==> src/rtl/i2c_pkg.sv <==
// i2c_pkg: constants shared by the I2C slave and the master's debug decoding.
//   I2C_ADDR_W  7-bit bus address width
//   READ/WRITE  values of the R/W bit on the wire
//   ST_*        4-bit state codes exposed on the slave's debug port
package i2c_pkg;
  localparam int I2C_ADDR_W = 7;
  localparam logic READ  = 1'b1;
  localparam logic WRITE = 1'b0;

  localparam logic [3:0] ST_IDLE     = 4'd0;
  localparam logic [3:0] ST_ADDR     = 4'd1;
  localparam logic [3:0] ST_ADDR_ACK = 4'd2;
  localparam logic [3:0] ST_WR_DATA  = 4'd3;
  localparam logic [3:0] ST_WR_ACK   = 4'd4;
  localparam logic [3:0] ST_RD_DATA  = 4'd5;
  localparam logic [3:0] ST_RD_ACK   = 4'd6;
  localparam logic [3:0] ST_IGNORE   = 4'd7;

  typedef enum logic [3:0] {
    S_IDLE     = ST_IDLE,
    S_ADDR     = ST_ADDR,
    S_ADDR_ACK = ST_ADDR_ACK,
    S_WR_DATA  = ST_WR_DATA,
    S_WR_ACK   = ST_WR_ACK,
    S_RD_DATA  = ST_RD_DATA,
    S_RD_ACK   = ST_RD_ACK,
    S_IGNORE   = ST_IGNORE
  } i2c_state_e;
endpackage

==> src/rtl/i2c_slave_if.sv <==
// i2c_slave_if: bus + byte-side signals of the I2C slave.
//   sclk, sda_in    serial clock / data as seen on the pins
//   sda_out         open-drain data drive (0 = pull low, 1 = release)
//   rx_data/valid   received byte and its 1-clk strobe
//   tx_data/tx_req  byte to transmit and its 1-clk request
//   addressed, rw   transfer status; state = FSM state for debug
interface i2c_slave_if;
  logic       sclk;
  logic       sda_in;
  logic       sda_out;
  logic [7:0] rx_data;
  logic       rx_valid;
  logic [7:0] tx_data;
  logic       tx_req;
  logic       addressed;
  logic       rw;
  logic [3:0] state;

  modport slave (
    input  sclk, sda_in, tx_data,
    output sda_out, rx_data, rx_valid, tx_req, addressed, rw, state
  );

  modport master (
    output sclk, sda_in, tx_data,
    input  sda_out, rx_data, rx_valid, tx_req, addressed, rw, state
  );
endinterface

==> src/rtl/i2c_line_sync.sv <==
// i2c_line_sync: SYNC_STAGES-flop synchronizer for one bus line plus an
// edge-detect flop.
//   clk, rst   system clock, async active-low reset
//   d          raw pin
//   q          synchronized level
//   rise/fall  single-cycle edge strobes on q
// Flops reset to 1 (idle bus level) so reset release never fakes an edge.
module i2c_line_sync #(
  parameter int SYNC_STAGES = 2
) (
  input  logic clk,
  input  logic rst,
  input  logic d,
  output logic q,
  output logic rise,
  output logic fall
);
  logic [SYNC_STAGES-1:0] sync_q;
  logic                   prev_q;

  always_ff @(posedge clk or negedge rst) begin
    if (!rst) begin
      sync_q <= '1;
      prev_q <= 1'b1;
    end else begin
      sync_q <= {sync_q[SYNC_STAGES-2:0], d};
      prev_q <= sync_q[SYNC_STAGES-1];
    end
  end

  assign q    = sync_q[SYNC_STAGES-1];
  assign rise =  q & ~prev_q;
  assign fall = ~q &  prev_q;
endmodule

==> src/rtl/i2c_slave.sv <==
// i2c_slave: I2C responder without clock stretching.
//   clk   system clock (>= 8x sclk)
//   rst   async active-low reset
//   bus   i2c_slave_if.slave: pins, rx byte strobe, tx byte request, status
// Detects START/STOP, matches SLAVE_ADDR, ACKs it, then receives bytes
// (write, each ACKed) or transmits bytes (read, continues while master ACKs).
module i2c_slave
  import i2c_pkg::*;
#(
  parameter logic [I2C_ADDR_W-1:0] SLAVE_ADDR  = 7'h2d,
  parameter int                    SYNC_STAGES = 2
) (
  input  logic        clk,
  input  logic        rst,
  i2c_slave_if.slave  bus
);
  logic scl_s, scl_rise, scl_fall;
  logic sda_s, sda_rise, sda_fall;

  i2c_line_sync #(.SYNC_STAGES(SYNC_STAGES)) u_scl (
    .clk(clk), .rst(rst), .d(bus.sclk), .q(scl_s), .rise(scl_rise), .fall(scl_fall)
  );
  i2c_line_sync #(.SYNC_STAGES(SYNC_STAGES)) u_sda (
    .clk(clk), .rst(rst), .d(bus.sda_in), .q(sda_s), .rise(sda_rise), .fall(sda_fall)
  );

  // An scl edge in the same sampled cycle masks the sda edge.
  logic scl_edge, start_ev, stop_ev;
  assign scl_edge = scl_rise | scl_fall;
  assign start_ev = sda_fall & scl_s & ~scl_edge;
  assign stop_ev  = sda_rise & scl_s & ~scl_edge;

  i2c_state_e state_q, state_d;
  logic [2:0] cnt_q, cnt_d;
  logic [7:0] sh_q, sh_d;
  logic       bd_q, bd_d;     // 8th bit seen, waiting for its scl fall
  logic       sda_q, sda_d;
  logic [7:0] rxd_q, rxd_d;
  logic       rxv_q, rxv_d;
  logic       txr_q, txr_d;
  logic       adr_q, adr_d;
  logic       rw_q, rw_d;

  always_ff @(posedge clk or negedge rst) begin
    if (!rst) begin
      state_q <= S_IDLE;
      cnt_q   <= '0;
      sh_q    <= '0;
      bd_q    <= 1'b0;
      sda_q   <= 1'b1;
      rxd_q   <= '0;
      rxv_q   <= 1'b0;
      txr_q   <= 1'b0;
      adr_q   <= 1'b0;
      rw_q    <= 1'b0;
    end else begin
      state_q <= state_d;
      cnt_q   <= cnt_d;
      sh_q    <= sh_d;
      bd_q    <= bd_d;
      sda_q   <= sda_d;
      rxd_q   <= rxd_d;
      rxv_q   <= rxv_d;
      txr_q   <= txr_d;
      adr_q   <= adr_d;
      rw_q    <= rw_d;
    end
  end

  always_comb begin
    state_d = state_q;
    cnt_d   = cnt_q;
    sh_d    = sh_q;
    bd_d    = bd_q;
    sda_d   = sda_q;
    rxd_d   = rxd_q;
    rxv_d   = 1'b0;
    txr_d   = 1'b0;
    adr_d   = adr_q;
    rw_d    = rw_q;

    if (stop_ev) begin
      state_d = S_IDLE;
      sda_d   = 1'b1;
      adr_d   = 1'b0;
      bd_d    = 1'b0;
    end else if (start_ev) begin
      // Covers repeated START too: any partial byte is dropped here.
      state_d = S_ADDR;
      sda_d   = 1'b1;
      adr_d   = 1'b0;
      cnt_d   = '0;
      bd_d    = 1'b0;
    end else begin
      unique case (state_q)
        S_IDLE: sda_d = 1'b1;
        S_ADDR: begin
          if (scl_rise) begin
            sh_d  = {sh_q[6:0], sda_s};
            cnt_d = cnt_q + 3'd1;
            if (cnt_q == 3'd7) begin
              rw_d = sda_s;
              // sh_q[6:0] now holds the seven address bits
              if (sh_q[6:0] == SLAVE_ADDR) bd_d = 1'b1;
              else                         state_d = S_IGNORE;
            end
          end else if (scl_fall && bd_q) begin
            state_d = S_ADDR_ACK;
            sda_d   = 1'b0;
            adr_d   = 1'b1;
            bd_d    = 1'b0;
          end
        end
        S_ADDR_ACK: begin
          if (scl_rise) begin
            if (rw_q == READ) txr_d = 1'b1;
          end else if (scl_fall) begin
            cnt_d = '0;
            if (rw_q == WRITE) begin
              state_d = S_WR_DATA;
              sda_d   = 1'b1;
            end else begin
              state_d = S_RD_DATA;
              sda_d   = bus.tx_data[7];
              sh_d    = {bus.tx_data[6:0], 1'b0};
            end
          end
        end
        S_WR_DATA: begin
          if (scl_rise) begin
            sh_d  = {sh_q[6:0], sda_s};
            cnt_d = cnt_q + 3'd1;
            if (cnt_q == 3'd7) begin
              rxd_d = {sh_q[6:0], sda_s};
              rxv_d = 1'b1;
              bd_d  = 1'b1;
            end
          end else if (scl_fall && bd_q) begin
            state_d = S_WR_ACK;
            sda_d   = 1'b0;
            bd_d    = 1'b0;
          end
        end
        S_WR_ACK: begin
          if (scl_fall) begin
            state_d = S_WR_DATA;
            sda_d   = 1'b1;
          end
        end
        S_RD_DATA: begin
          // bit7 went out on entry; falls 1..7 shift out the rest, fall 8 releases
          if (scl_fall) begin
            if (cnt_q == 3'd7) begin
              state_d = S_RD_ACK;
              sda_d   = 1'b1;
              cnt_d   = '0;
            end else begin
              sda_d = sh_q[7];
              sh_d  = {sh_q[6:0], 1'b0};
              cnt_d = cnt_q + 3'd1;
            end
          end
        end
        S_RD_ACK: begin
          if (scl_rise) begin
            if (!sda_s) txr_d   = 1'b1;
            else        state_d = S_IGNORE;
          end else if (scl_fall) begin
            // only reachable after an ACK; a NACK already left this state
            state_d = S_RD_DATA;
            sda_d   = bus.tx_data[7];
            sh_d    = {bus.tx_data[6:0], 1'b0};
            cnt_d   = '0;
          end
        end
        S_IGNORE: sda_d = 1'b1;
        default: begin
          state_d = S_IDLE;
          sda_d   = 1'b1;
        end
      endcase
    end
  end

  assign bus.sda_out   = sda_q;
  assign bus.rx_data   = rxd_q;
  assign bus.rx_valid  = rxv_q;
  assign bus.tx_req    = txr_q;
  assign bus.addressed = adr_q;
  assign bus.rw        = rw_q;
  assign bus.state     = state_q;
endmodule

==> src/flat_wrapper.sv <==
// flat-port wrapper written by rule: the top's interface ports become plain ports
module i2c_slave_flat import i2c_pkg::*;
#(
  parameter logic [I2C_ADDR_W-1:0] SLAVE_ADDR  = 7'h2d,
  parameter int                    SYNC_STAGES = 2
)
  (clk, rst, bus_sclk, bus_sda_in, bus_tx_data, bus_sda_out, bus_rx_data, bus_rx_valid, bus_tx_req, bus_addressed, bus_rw, bus_state);
  i2c_slave_if bus_i ();
  input  logic clk;
  input  logic rst;
  input wire logic [$bits(bus_i.sclk)-1:0] bus_sclk;
  input wire logic [$bits(bus_i.sda_in)-1:0] bus_sda_in;
  input wire logic [$bits(bus_i.tx_data)-1:0] bus_tx_data;
  output wire logic [$bits(bus_i.sda_out)-1:0] bus_sda_out;
  output wire logic [$bits(bus_i.rx_data)-1:0] bus_rx_data;
  output wire logic [$bits(bus_i.rx_valid)-1:0] bus_rx_valid;
  output wire logic [$bits(bus_i.tx_req)-1:0] bus_tx_req;
  output wire logic [$bits(bus_i.addressed)-1:0] bus_addressed;
  output wire logic [$bits(bus_i.rw)-1:0] bus_rw;
  output wire logic [$bits(bus_i.state)-1:0] bus_state;
  assign bus_i.sclk = bus_sclk;
  assign bus_i.sda_in = bus_sda_in;
  assign bus_i.tx_data = bus_tx_data;
  assign bus_sda_out = bus_i.sda_out;
  assign bus_rx_data = bus_i.rx_data;
  assign bus_rx_valid = bus_i.rx_valid;
  assign bus_tx_req = bus_i.tx_req;
  assign bus_addressed = bus_i.addressed;
  assign bus_rw = bus_i.rw;
  assign bus_state = bus_i.state;
  i2c_slave #(.SLAVE_ADDR(SLAVE_ADDR), .SYNC_STAGES(SYNC_STAGES)) u_core (.clk(clk), .rst(rst), .bus(bus_i));
endmodule
==> config.mk <==
export PLATFORM = sky130hd
export DESIGN_NAME = i2c_slave_flat
export DESIGN_NICKNAME = d
export VERILOG_FILES = /design/src/rtl/i2c_pkg.sv /design/src/rtl/i2c_slave_if.sv /design/src/rtl/i2c_line_sync.sv /design/src/rtl/i2c_slave.sv /design/src/flat_wrapper.sv
export SDC_FILE = /design/constraint.sdc
export NUM_CORES = 1
export LEC_CHECK = 0
export BUFFER_PORTS_ARGS = -buffer_cell sky130_fd_sc_hd__buf_2
export CAP_MARGIN = 20
export CORE_UTILIZATION = 40
export CTS_BUF_LIST = sky130_fd_sc_hd__clkbuf_8
export DETAILED_ROUTE_END_ITERATION = 10
export PLACE_DENSITY_LB_ADDON = 0.2
export SLEW_MARGIN = 20
export SYNTH_ARGS = -nofsm -noshare
export SYNTH_HDL_FRONTEND = slang
export SYNTH_HIERARCHICAL = 1
export SYNTH_SLANG_ARGS = --single-unit
==> constraint.sdc <==
create_clock -name clk -period 2.65 [get_ports clk]
set_clock_uncertainty 0.2 [all_clocks]
set_input_delay 0.1325 -clock clk [delete_from_list [all_inputs] [get_ports clk]]
set_output_delay 0.1325 -clock clk [all_outputs]
set_load 0.03 [all_outputs]
==> flow_metrics.env, run 1 <==
export IMPL_ys_ff_latch=34
export IMPL_topRoutingLayerUsed="met4"
export IMPL_swShare_pct=39.48
export IMPL_p_clk_share_pct=18.5
export IMPL_grt_ovfl_total=0
export IMPL_rsz0062_at_grt="false"
export IMPL_wl_met2_um=2086
export IMPL_final_setup_viol_count=0
export IMPL_cts_path_max_buffers=2
export IMPL_ys_flop_type="dfrtp_1"
export IMPL_root_buffer="clkbuf_8"
export IMPL_period_share_pct=95.09
export IMPL_crit_end="u_core/bus.state[2]"
export IMPL_rr_startpoint="u_core/u_scl/sync_q[1]"
export IMPL_n_fill_cell=393
export IMPL_clk_pin_slew_ns=0.07
export IMPL_fin_setup_tns_ns=0
export IMPL_vias_per_cell=5.477
export IMPL_ys_seq_area_share_pct=44.99
export IMPL_place_ws_ns=0.1396
export IMPL_path_max_fanout=9
export IMPL_antenna_found_initial=0
export IMPL_ys_warn_count=6
export IMPL_instances_no_fill=281
export IMPL_crit_start="u_core/u_scl/sync_q[1]"
export IMPL_grt_pass1_vias=1533
export IMPL_setup_ws_ns=0.1301
export IMPL_hold_viol=0
export IMPL_crit_chain="and2b_2, nand2b_4, o311ai_4, o32ai_1, or4_4, o32ai_2"
export IMPL_r2r_slack_ns=0.13
export IMPL_ios=29
export IMPL_route_met3_wl_um=252
export IMPL_num_vias=1539
export IMPL_arrival_ns=2.51
export IMPL_r2r_cells=6
export IMPL_nets=243
export IMPL_numCtsBuffers=5
export IMPL_drc=0
export IMPL_synth_edf_count=0
export IMPL_synth_area_sq_um=1911
export IMPL_start_util_pct=42.70
export IMPL_fmax_ghz=0.3968
export IMPL_syn_num_nets=201
export IMPL_end_kind="register"
export IMPL_rows=24
export IMPL_io_buffers=27
export IMPL_multi_input_area_sq_um=920.9
export IMPL_reg2reg_to="u_core/bus.state[2]"
export IMPL_pwr_share_comb_pct=43.6
export IMPL_grt_usage_pct=18.51
export IMPL_p_int_mw=1.259
export IMPL_grt_pass1_wl_um=7231
export IMPL_path_buf_inv=0
export IMPL_dieArea_sq_um=5057
export IMPL_place_hpwl_um=3059
export IMPL_status="complete, no violations"
export IMPL_clock_sinks=34
export IMPL_clk_insertion_delay_late_ns=0.28
export IMPL_wirelength_um=4257
export IMPL_h_tree_depth=2
export IMPL_max_stage_delay_ns=0.59
export IMPL_powerDensity_nw_per_um2=906.0
export IMPL_wl_met1_um=1853
export IMPL_final_layout_size_suffix_gt1_share_pct=31.88
export IMPL_crit_required_ns=2.64
export IMPL_yosysUniqueCellTypes=44
export IMPL_drtPass1Iterations=6
export IMPL_leakage_nw=1.086
export IMPL_final_max_slew_viol_count=0
export IMPL_syn_area_per_cell_sq_um=10.27
export IMPL_cts_tree="yes"
export IMPL_period_minus_slack_ns=2.520
export IMPL_min_path_type="reg -> reg"
export IMPL_crit_slowest_cell="dfstp_2"
export IMPL_fp_dieW_um=71.11
export IMPL_crit_type="reg -> reg"
export IMPL_path_depth=6
export IMPL_routabilityCongestion=0.9838
export IMPL_drt_iter0_markers=65
export IMPL_n_antenna_cell=0
export IMPL_finalPower_mw=2.080
export IMPL_syn_to_final_growth_pct=20.17
export IMPL_async_flop_share_pct=100.0
export IMPL_power_switching_mw=0.8211
export IMPL_ant_nets=0
export IMPL_worst_setup_path_start_kind="register"
export IMPL_relSlewSlack_pct=50.10
export IMPL_ir_worst_vdd_v=0.0003917
export IMPL_seq_area_sq_um=859.6
export IMPL_grt_max_degree=35
export IMPL_cp_top_family="simple AND/OR/NAND/NOR gates"
export IMPL_layout_common_cells="buf_2 (27), dfrtp_1 (27), nor2_1 (18), a21oi_1 (17)"
export IMPL_post_drt_wl_per_cell_um=15.15
export IMPL_die_h_um=71.11
export IMPL_worst_pin_slew_ns=0.7485
export IMPL_seqPwrFrac_pct=37.9
export IMPL_coreArea_sq_um=4474
export IMPL_place_inst=263
export IMPL_cap_violations=0
export IMPL_synth_cells=186
-- state kept, by name, summed over array words and instances, names as in the netlist --
register,count
u_core/bus.rx_data,8
u_core/sh_q,8
u_core/bus.state,3
u_core/cnt_q,3
u_core/u_scl/sync_q,2
u_core/u_sda/sync_q,2
u_core/bd_q,1
u_core/bus.addressed,1
u_core/bus.rw,1
u_core/bus.rx_valid,1
u_core/bus.sda_out,1
u_core/bus.tx_req,1
u_core/u_scl/prev_q,1
u_core/u_sda/prev_q,1
-- final cells by class --
| type | count | area share, % |
|---|---|---|
| inverters | 9 | 1.471 |
| well taps | 52 | 2.834 |
| clock inverters | 2 | 0.3815 |
| flip-flops and latches | 34 | 37.44 |
| clock buffers | 6 | 3.597 |
| multi-input cells | 129 | 40.11 |
| repair buffers | 49 | 14.17 |
-- cell usage after synthesis, types with 2 or more instances --
master	number	area, sq um
dfrtp_1	27	675.7
nor2_1	18	67.56
a21oi_1	17	85.08
nand2_1	12	45.04
mux2_2	11	123.9
mux2i_1	10	100.1
inv_1	9	33.78
dfstp_2	7	183.9
nor2b_1	7	43.79
o21ai_0	7	35.03
buf_2	5	25.02
and3_1	4	25.02
buf_6	4	45.04
nand3_1	4	20.02
a31oi_1	3	18.77
ha_1	3	37.54
o22ai_1	3	18.77
a32oi_1	2	17.52
and2b_2	2	17.52
buf_4	2	15.01
clkbuf_1	2	7.510
mux2_1	2	22.52
nand3b_1	2	15.01
nor3_1	2	10.01
o21ai_1	2	10.01
-- power groups by stage --
stage / registers, mW / clock network (mW) / logic [mW]
finish: 0.788 / 0.385 / 0.907
detailed placement: 0.797 / 0 / 0.889
CTS: 0.787 / 0.402 / 0.905
floorplan: 0.794 / 0 / 0.652
global placement: 0.786 / 0 / 0.862
global route: 0.807 / 0.425 / 0.997
-- kinds of logic (layout without fill, tap and decap cells) --
group / count (synthesis) / after routing / share of synthesized area [%]
AOI/OAI and AO/OA: 44 / 44 / 16.64
adders and majority gates: 3 / 3 / 1.965
buffers and inverters: 23 / 66 / 6.810
DFF: 34 / 34 / 44.99
muxes: 23 / 23 / 12.90
other: 1 / 1 / 0.1963
and+or+nand+nor: 58 / 58 / 16.50
-- worst reg2reg max path, stage by stage (launching register included) --
cell and delay (ns):
dfstp_2 0.59, and2b_2 0.30, nand2b_4 0.18, o311ai_4 0.23
o32ai_1 0.16, or4_4 0.51, o32ai_2 0.26
-- routing by layer --
layer | GRT usage (%) | up-vias
met1 | 22.23 | 735
li1 | - | 738
met3 | 4.416 | 9
met5 | 0 | -
met4 | 6.667 | 0
met2 | 32.37 | 57
-- stage by stage --
step / hold slack [ns] / area, sq um / utilization [%]
global placement: 0.03491 / 2105 / 47.04
finish: 0.1568 / 2296 / 51.31
detailed placement: 0.03915 / 2105 / 47.04
floorplan: -0.3631 / 1911 / -
CTS: 0.1589 / 2296 / 51.31
global route: 0.1595 / 2296 / 51.31
-- repair_timing --
item | 4_1_cts | 5_1_grt
gates resized for setup | 0 | 1
setup buffers | 0 | 0
setup endpoints to repair | 0 | 1
hold buffers | 10 | 0
hold endpoints to repair | 36 | 0
-- worst min path at each step --
stage,from,end,slack [ns],cells past startpoint
floorplan,rst,u_core/bd_q,-0.36,0
global placement,rst,u_core/bus.tx_req,0.03,1
finish,u_core/u_sda/sync_q[0],u_core/u_sda/sync_q[1],0.16,0
global route,u_core/u_sda/sync_q[0],u_core/u_sda/sync_q[1],0.16,0
CTS,u_core/u_scl/sync_q[0],u_core/u_scl/sync_q[1],0.16,0
detailed placement,bus_sclk,u_core/u_scl/sync_q[0],0.04,1
Note: power is estimated with default switching activity, not from simulation.
==> run 2, diff against run 1 <==
PLACE_DENSITY = 0.55   (was default)
PLACE_DENSITY_LB_ADDON = default   (was 0.2)
clock period = 3 ns   (was 2.65 ns; I/O delays follow)
==> run 2 against run 1 <==
Critical path depth stayed put. Via count is 0.84% lower. Largest cell class unchanged. Largest power group unchanged. Critical path type unchanged. Wire length is 3.6% higher. Utilization is 0.36 points lower. Fmax is 5.6% lower. Global-route usage is 0.65 points higher. Total power is 8.2% lower. Die area stayed put.
==> flow_metrics.env, run 2 (synthesized netlist as in run 1, its figures left out) <==
export IMPL_status="complete, no violations"
export IMPL_ir_worst_vdd_v=0.0002773
export IMPL_die_h_um=71.11
export IMPL_worst_pin_slew_ns=0.7434
export IMPL_arrival_ns=2.66
export IMPL_n_antenna_cell=0
export IMPL_period_share_pct=88.99
export IMPL_final_setup_viol_count=0
export IMPL_io_buffers=27
export IMPL_grt_ovfl_total=0
export IMPL_ant_nets=0
export IMPL_path_max_fanout=8
export IMPL_relSlewSlack_pct=50.44
export IMPL_clk_pin_slew_ns=0.07
export IMPL_cap_violations=0
export IMPL_cts_path_max_buffers=2
export IMPL_dieArea_sq_um=5057
export IMPL_final_layout_size_suffix_gt1_share_pct=30.49
export IMPL_n_fill_cell=402
export IMPL_num_vias=1526
export IMPL_leakage_nw=1.064
export IMPL_power_switching_mw=0.7300
export IMPL_hold_slack_ns=0.1576
export IMPL_root_buffer="clkbuf_8"
export IMPL_crit_required_ns=2.99
export IMPL_seqPwrFrac_pct=35.7
export IMPL_crit_chain="nor2b_1, nor2_1, o311ai_4, o32ai_1, or4_4, o32ai_2"
export IMPL_numCtsBuffers=5
export IMPL_syn_to_final_growth_pct=19.32
export IMPL_coreArea_sq_um=4474
export IMPL_post_cts_resize_count=0
export IMPL_layout_common_cells="buf_2 (27), dfrtp_1 (27), nor2_1 (18), a21oi_1 (17), nand2_1 (12)"
export IMPL_path_buf_inv=0
export IMPL_grt_usage_pct=19.16
export IMPL_routabilityCongestion=0.8599
export IMPL_min_path_type="reg -> reg"
export IMPL_cts_tree="yes"
export IMPL_swShare_pct=38.23
export IMPL_h_tree_depth=2
export IMPL_grt_max_degree=35
export IMPL_clock_sinks=34
export IMPL_place_hpwl_um=3084
export IMPL_ios=29
export IMPL_wirelength_um=4412
export IMPL_crit_slowest_cell="dfstp_2"
export IMPL_pwr_share_comb_pct=41.7
export IMPL_fmax_ghz=0.3746
export IMPL_cp_top_family="simple AND/OR/NAND/NOR gates"
export IMPL_drt_iter0_markers=125
export IMPL_p_clk_share_pct=22.6
export IMPL_rsz0062_at_grt="false"
export IMPL_drc=0
export IMPL_rows=24
export IMPL_max_stage_delay_ns=0.61
export IMPL_nets=238
export IMPL_fp_dieW_um=71.11
export IMPL_final_max_slew_viol_count=0
export IMPL_clk_insertion_delay_late_ns=0.29
export IMPL_antenna_found_initial=0
export IMPL_worst_setup_path_start_kind="register"
export IMPL_crit_type="reg -> reg"
export IMPL_grt_pass1_vias=1470
export IMPL_post_drt_wl_per_cell_um=16.04
export IMPL_hold_viol=0
export IMPL_vias_per_cell=5.549
export IMPL_grt_pass1_wl_um=7245
export IMPL_powerDensity_nw_per_um2=837.6
export IMPL_fin_setup_tns_ns=0
export IMPL_cts_hold_repair_buffers=10
export IMPL_end_kind="register"
export IMPL_p_int_mw=1.179
export IMPL_period_minus_slack_ns=2.670
export IMPL_drtPass1Iterations=5
export IMPL_cts_setup_buffers=0
export IMPL_start_util_pct=42.70
==> run 2: changes by cell type in the layout (fill, tap and decap cells not counted), sizes merged <==
cell / previous run / this run
buf: 39 / 34
bufinv: 0 / 1
clkinv: 1 / 0
inv: 10 / 9
==> run 2: cell type report <==
class	instances	area (sq um)	share of cell area, %
Sequential cell	34	859.6	37.71
Clock buffer	6	82.58	3.622
Clock inverter	1	30.03	1.317
Tap cell	52	65.06	2.854
Multi-Input combinational cell	129	920.9	40.40
Inverter	9	33.78	1.482
Timing Repair Buffer	44	287.8	12.62
==> run 2: path summary, 6_finish.rpt <==
kind / depth (start not counted) / endpoint / start / slack, ns
worst max-delay path: 6 / u_core/bus.state[2] / u_core/u_sda/sync_q[1] / 0.33
worst min-delay path: 0 / u_core/u_scl/sync_q[1] / u_core/u_scl/sync_q[0] / 0.16
worst max register to register: 6 / u_core/bus.state[2] / u_core/u_sda/sync_q[1] / 0.33
worst min register to register: 0 / u_core/u_scl/sync_q[1] / u_core/u_scl/sync_q[0] / 0.16
max in group asynchronous: 2 / u_core/sh_q[4] / rst / 1.86
min in group asynchronous: 2 / u_core/bus.state[2] / rst / 0.25
==> run 2: routing by layer <==
metal / GRT usage [%] / routed length [um] / share of wire [%] / vias to the layer above
met5: 0 / 0 / 0 / -
met4: 8.222 / 92 / 2.1 / 0
met3: 5.271 / 254 / 5.8 / 12
met2: 30.13 / 2055 / 47 / 60
met1: 24.91 / 2010 / 46 / 728
li1: - / - / - / 726
==> run 2: power by group through the flow <==
| stage | Clock [mW] | Sequential (mW) | Combinational [mW] |
|---|---|---|---|
| floorplan | 0 | 0.702 | 0.576 |
| detailed placement | 0 | 0.693 | 0.780 |
| finish | 0.431 | 0.682 | 0.796 |
| global route | 0.467 | 0.700 | 0.866 |
| global placement | 0 | 0.685 | 0.762 |
| CTS | 0.443 | 0.683 | 0.793 |
==> run 2: metrics by stage <==
step / utilization, % / instance area (sq um) / instances / worst slack, ns / power (mW)
floorplan: - / 1911 / 186 / 0.5661 / 1.277
global placement: 46.20 / 2067 / 258 / 0.3922 / 1.447
detailed placement: 46.20 / 2067 / 258 / 0.3917 / 1.473
CTS: 50.95 / 2280 / 275 / 0.3661 / 1.918
global route: 50.95 / 2280 / 275 / 0.2165 / 2.033
finish: 50.95 / 2280 / 275 / 0.3303 / 1.910
